===== src/rtl/seg7_scan_ctrl.sv =====
// seg7_scan_ctrl: time-multiplexed seven-segment scan controller.
// One shared 4-bit decoder input is sequenced across NUM_DIGITS digits, with
// one-hot digit enables and an all-off gap between digits.
// Ports: clk, rst_n (async active-low), i_enable (scan/blank),
//   i_load/i_data_in/o_ready (value handshake, swapped in at frame wrap),
//   o_digit_code (decoder input), o_anode (one-hot, active high),
//   o_frame_tick (1-cycle pulse at frame wrap).
// Option: define SEG7_LZ_BLANK_EN for leading-zero blanking.
module seg7_scan_ctrl #(
   parameter int NUM_DIGITS  = 4,
   parameter int REFRESH_DIV = 1000,
   parameter int GAP_CYCLES  = 16
) (
   input  logic                    clk,
   input  logic                    rst_n,
   input  logic                    i_enable,
   input  logic                    i_load,
   input  logic [4*NUM_DIGITS-1:0] i_data_in,
   output logic                    o_ready,
   output logic [3:0]              o_digit_code,
   output logic [NUM_DIGITS-1:0]   o_anode,
   output logic                    o_frame_tick
);

   localparam int DW     = $clog2(REFRESH_DIV);
   localparam int IW     = $clog2(NUM_DIGITS);
   localparam int DATA_W = 4 * NUM_DIGITS;

   localparam logic [DW-1:0] ON_LAST =
      DW'(REFRESH_DIV - GAP_CYCLES - 1);
   localparam logic [DW-1:0] GAP_LAST =
      DW'((GAP_CYCLES > 0) ? GAP_CYCLES - 1 : 0);
   localparam logic [IW-1:0] IDX_LAST = IW'(NUM_DIGITS - 1);
   localparam logic [NUM_DIGITS-1:0] ONE = NUM_DIGITS'(1);

   typedef enum logic [1:0] {
      S_OFF,
      S_ON,
      S_GAP
   } state_t;

   state_t                r_state;
   logic [IW-1:0]         r_idx;
   logic [DW-1:0]         r_div;
   logic [DATA_W-1:0]     r_shadow;
   logic [DATA_W-1:0]     r_display;
   logic                  r_pending;
   logic                  r_ready;
   logic [NUM_DIGITS-1:0] r_anode;
   logic [3:0]            r_code;
   logic                  r_tick;

   state_t                w_state_nx;
   logic [IW-1:0]         w_idx_nx;
   logic [DW-1:0]         w_div_nx;
   logic                  w_adv;
   logic                  w_wrap;
   logic                  w_xfer;
   logic                  w_accept;
   logic [DATA_W-1:0]     w_disp_nx;
   logic [NUM_DIGITS-1:0] w_anode_nx;
   logic [3:0]            w_code_nx;

   always_comb begin
      w_state_nx = r_state;
      w_idx_nx   = r_idx;
      w_div_nx   = r_div + 1'b1;
      w_adv      = 1'b0;
      w_wrap     = 1'b0;
      if (!i_enable) begin
         w_state_nx = S_OFF;
         w_idx_nx   = '0;
         w_div_nx   = '0;
      end else begin
         unique case (r_state)
            S_OFF: begin
               w_state_nx = S_ON;
               w_idx_nx   = '0;
               w_div_nx   = '0;
            end
            S_ON: begin
               if (r_div == ON_LAST) begin
                  w_div_nx = '0;
                  if (GAP_CYCLES == 0) begin
                     w_state_nx = S_ON;
                     w_adv      = 1'b1;
                  end else begin
                     w_state_nx = S_GAP;
                  end
               end
            end
            S_GAP: begin
               if (r_div == GAP_LAST) begin
                  w_state_nx = S_ON;
                  w_div_nx   = '0;
                  w_adv      = 1'b1;
               end
            end
            default: begin
               w_state_nx = S_OFF;
               w_idx_nx   = '0;
               w_div_nx   = '0;
            end
         endcase
         if (w_adv) begin
            if (r_idx == IDX_LAST) begin
               w_idx_nx = '0;
               w_wrap   = 1'b1;
            end else begin
               w_idx_nx = r_idx + 1'b1;
            end
         end
      end

      // Pending value lands at a frame wrap, on disable, or whenever idle.
      w_xfer    = r_pending &&
                  (w_wrap || !i_enable || (r_state == S_OFF));
      w_accept  = i_load && r_ready;
      // New digit 0 must already show the swapped-in value.
      w_disp_nx = w_xfer ? r_shadow : r_display;

      w_code_nx  = r_code;
      w_anode_nx = '0;
      if (w_state_nx == S_ON) begin
         w_code_nx  = w_disp_nx[4*w_idx_nx +: 4];
         w_anode_nx = ONE << w_idx_nx;
`ifdef SEG7_LZ_BLANK_EN
         // Dark if this nibble and every higher nibble are zero.
         if ((w_idx_nx != '0) &&
             ((w_disp_nx >> (4 * w_idx_nx)) == '0))
            w_anode_nx = '0;
`endif
      end
   end

   always_ff @(posedge clk or negedge rst_n) begin
      if (!rst_n) begin
         r_state   <= S_OFF;
         r_idx     <= '0;
         r_div     <= '0;
         r_shadow  <= '0;
         r_display <= '0;
         r_pending <= 1'b0;
         r_ready   <= 1'b1;
         r_anode   <= '0;
         r_code    <= '0;
         r_tick    <= 1'b0;
      end else begin
         r_state <= w_state_nx;
         r_idx   <= w_idx_nx;
         r_div   <= w_div_nx;
         r_anode <= w_anode_nx;
         r_code  <= w_code_nx;
         r_tick  <= w_wrap;
         if (w_accept) begin
            r_shadow  <= i_data_in;
            r_pending <= 1'b1;
            r_ready   <= 1'b0;
         end else if (w_xfer) begin
            r_display <= r_shadow;
            r_pending <= 1'b0;
         end else if (!r_pending && !r_ready) begin
            r_ready <= 1'b1;
         end
      end
   end

   assign o_ready      = r_ready;
   assign o_digit_code = r_code;
   assign o_anode      = r_anode;
   assign o_frame_tick = r_tick;

endmodule

===== config.mk =====
export PLATFORM = sky130hd
export DESIGN_NAME = seg7_scan_ctrl
export DESIGN_NICKNAME = d
export VERILOG_FILES = /design/src/rtl/seg7_scan_ctrl.sv
export SDC_FILE = /design/constraint.sdc
export NUM_CORES = 1
export LEC_CHECK = 0
export ABC_AREA = 1
export ABC_CLOCK_PERIOD_IN_PS = 2300
export CORE_UTILIZATION = 56
export DETAILED_ROUTE_END_ITERATION = 8
export PLACE_DENSITY = 0.79
export SLEW_MARGIN = 30
export SYNTH_ARGS = -nofsm -noshare
export SYNTH_HDL_FRONTEND = slang
export SYNTH_SLANG_ARGS = --single-unit

===== constraint.sdc =====
create_clock -name clk -period 2.3 [get_ports clk]
set_input_delay 0.23 -clock clk [delete_from_list [all_inputs] [get_ports clk]]
set_output_delay 0.23 -clock clk [all_outputs]
set_load 0.05 [all_outputs]

==> impl_metrics.csv <==
group,metric,value,unit
layout,area_growth_syn_to_layout,18.4,%
timing,fin_crit_sh,87.2,%
global_routing,grt_pass1_wl,10.1,mm
clock_network,cts_max_path_buffers,2,
layout,fin_util,71.2,%
timing,fmax,0.498,GHz
synthesis,async_reset_ff_share,100,%
setup_path,crit_family,"simple AND/OR/NAND/NOR gates",
placement,place_area,0.00326,sq mm
placement,numPlacedInstances,450,
clock_network,cts-root-buf,"clkbuf_8",
layout,layout-drive-gt1-share,11.3,%
floorplanning,die-area,0.00553,sq mm
global_routing,antenna_found_initial,0,
floorplanning,start_util,60.1,%
synthesis,synth_common_cells,"78 x nand2_1, 56 x dfrtp_1, 53 x inv_1",
layout,fillers,404,
synthesis,seq_area_frac_synth,48.7,%
synthesis,yosysTopAreaCell,"dfrtp_1",
power_and_ir_drop,irDropWorstVdd,0.419,mV
synthesis,synth_cell_types,33,
setup_path,timing.rr.end,"o_digit_code[1]$_DFFE_PN0N_",
clock_network,worstSkewPairLatency,0.34,ns
detailed_routing,drcViolationCount,0,
synthesis,ys.flop_type,"dfrtp_1",
synthesis,syn_area,0.00293,sq mm
worst_hold_path,hold_class,"in -> async",
synthesis,synth_edf_count,0,
detailed_routing,drt_wl_total,5.71,mm
setup_path,crit_type,"reg -> reg",
synthesis,synthTopCellsByArea,"dfrtp_1 48%, nand2_1 10%, nand3_1 8.7%, inv_1 6.8%, o21ai_0 4.1%",
setup_path,cp.arrival,2.24,ns
run_status,status,"finished clean",
detailed_routing,drtPass1Iterations,5,
timing,fin_crit,2.01,ns
synthesis,ys_seq_elements,57,
clock_network,cts.sinks,57,
setup_path,crit_path_start_kind,"register",
clock_network,numCtsBuffers,9,
synthesis,avgSynthCellArea,8.10,sq um
layout,nets,421,
setup_path,r2r_start,"r_div[0]$_DFF_PN0_",
timing,skew,0.0131,ns
timing,hold_viol,0,
setup_path,crit_slowest_cell,"dfrtp_1",
clock_network,tritoncts,"done",
clock_network,htreeDepth,3,
setup_path,r2r_slack,0.29,ns
setup_path,crit_required,2.54,ns
layout,final_cells,467,
setup_path,max_stage_delay,0.41,ns
timing,final.setup.tns,0,ns
global_routing,grt_max_degree,38,
placement,dp_slack,0.222,ns
synthesis,yosys.cell_count.top_type,"nand2_1",
job,drv_cap,0,
timing,rsz0062_at_grt,"no",
synthesis,synthCells,362,
layout,diodes,0,
power_and_ir_drop,finalPower,3.02,mW
layout,postLayoutCellArea,0.00347,sq mm
detailed_routing,vias,2362,
setup_path,path_buf_inv,0,
setup_path,setup.worst_path.end_class,"register",
synthesis,synth_warnings,0,
floorplanning,die_h,74.4,um
detailed_routing,ant_nets,0,
synthesis,synth_top_area_share,47.8,%
setup_path,crit_fanout,17,
floorplanning,core,0.00488,sq mm
clock_network,post_cts_buffers,0,
global_routing,grt_pass1_vias,2242,
power_and_ir_drop,p_leak,1.75,nW
global_routing,grt_usage,24.8,%
floorplanning,io_pins,30,
setup_path,cpMostUsedCell,"nand2_1",
power_and_ir_drop,powerDensity,871,mW/mm^2
synthesis,syn_nets,388,
timing,worst_slew_pin_slew,0.695,ns
clock_network,clk_pin_slew_worst_paths,0.07,ns
placement,dp_hpwl,4.10,mm
timing,setup_viol,0,
detailed_routing,vias_per_cell,5.06,
detailed_routing,drtIter0Drc,121,
timing,layout_setup_ws,0.294,ns
placement,io_buffer_count,29,
floorplanning,fp-row-count,25,
setup_path,path_cells,"ha_1 > nand2_1 > nor2_4 > nand4_4 > nand2_8 > nand2_4 > nand2_1 > nand2_1 > nand2_1 > nand3_1 > nor2_1 > nor2_1",
floorplanning,die_w,74.4,um
placement,place_congestion,0.865,
setup_path,reg2reg_depth,12,
timing,final-max-slew-violation-count,0,
global_routing,overflow,0,
timing,holdWs,0.253,ns
setup_path,startpoint,"r_div[0]$_DFF_PN0_",
detailed_routing,wire_per_inst,12.2,um
timing,relSlewSlack,53.6,%
## kinds of logic (layout without fill, tap and decap cells)
group                      Yosys count  count (layout)  synth area share [%]
adders and majority gates            6               6                  2.56
DFF                                 57              57                  48.7
buffers and inverters               67             105                  9.34
xor gates and xnor gates             3               3                 0.896
and+or+nand+nor                    195             195                  32.3
AOI/OAI and AO/OA                   34              34                  6.19
## state kept, by name, summed over array words and instances (netlist names)
register,flops
o_frame_tick,1
o_ready,1
o_anode,4
r_display,16
r_state,2
o_digit_code,4
r_div,10
r_pending,1
r_idx,2
r_shadow,16
## power breakdown
part / internal, mW / leakage [nW] / switching, mW
combinational: 0.278 / 0.931 / 0.529
clock: 0.527 / 0.0974 / 0.372
sequential: 1.23 / 0.718 / 0.0905
## cells in the final DEF, fill, tap and decap left out
master           synthesis  routed
a211oi_1                 1       1
a21oi_1                  3       3
a221oi_1                 1       1
a31oi_1                  4       4
buf_2                    1       1
buf_4                    1       4
bufinv_16                0       1
clkbuf_1                 8       3
clkbuf_8                 1      10
clkdlybuf4s50_1          0      28
clkinv_1                 1       1
clkinv_2                 0       2
dfrtp_1                 56      56
dfstp_2                  1       1
dlygate4sd3_1            0       1
ha_1                     6       6
inv_1                   53      53
inv_2                    1       1
nand2_1                 78      78
nand2_2                  9       9
nand2_4                  3       2
nand2_8                  0       1
nand3_1                 51      51
nand3_2                  3       3
nand3b_1                 1       1
nand4_1                  3       3
nand4_4                  1       1
nor2_1                  32      32
nor2_2                   5       5
nor2_4                   3       3
nor2_8                   1       1
nor3_1                   4       4
nor3b_1                  1       1
o21ai_0                 24      24
o21ai_1                  1       1
xnor2_1                  1       1
xor2_1                   2       2
## how the worst max path moves through the flow
| stage | end | depth (start not counted) | slack, ns |
|---|---|---|---|
| after floorplan | o_digit_code[3]$_DFFE_PN0N_ | 11 | 0.59 |
| after global placement | o_digit_code[1]$_DFFE_PN0N_ | 10 | 0.30 |
| after detailed placement | o_digit_code[1]$_DFFE_PN0N_ | 10 | 0.22 |
| after CTS | o_digit_code[3]$_DFFE_PN0N_ | 12 | 0.27 |
| after global routing | o_digit_code[2]$_DFFE_PN0N_ | 12 | 0.02 |
| final | o_digit_code[1]$_DFFE_PN0N_ | 12 | 0.29 |
## timing repair
action                                  4_1_cts  5_1_grt
endpoints found under the setup margin        0        1
hold endpoints to repair                      7        0
gates resized for setup                       0        1
hold buffers                                  1        0
## routing by layer
| metal | wire length (um) | GRT usage (%) | vias to the layer above |
|---|---|---|---|
| met2 | 2540 | 37.5 | 65 |
| met3 | 257 | 5.01 | 10 |
| met4 | 119 | 12.6 | 0 |
| met5 | 0 | 0 | - |
| li1 | - | - | 1211 |
| met1 | 2790 | 34.0 | 1076 |
## layout make-up
type	count	area, sq um	share of cell area [%]
clock buffers	13	149	4.29
clock inverters	3	40.0	1.15
inverters	55	206	5.95
multi-input cells	238	1240	35.7
flip-flops and latches	57	1430	41.1
well taps	67	83.8	2.41
repair buffers	34	325	9.37
Note: power is estimated with default switching activity, not from simulation.
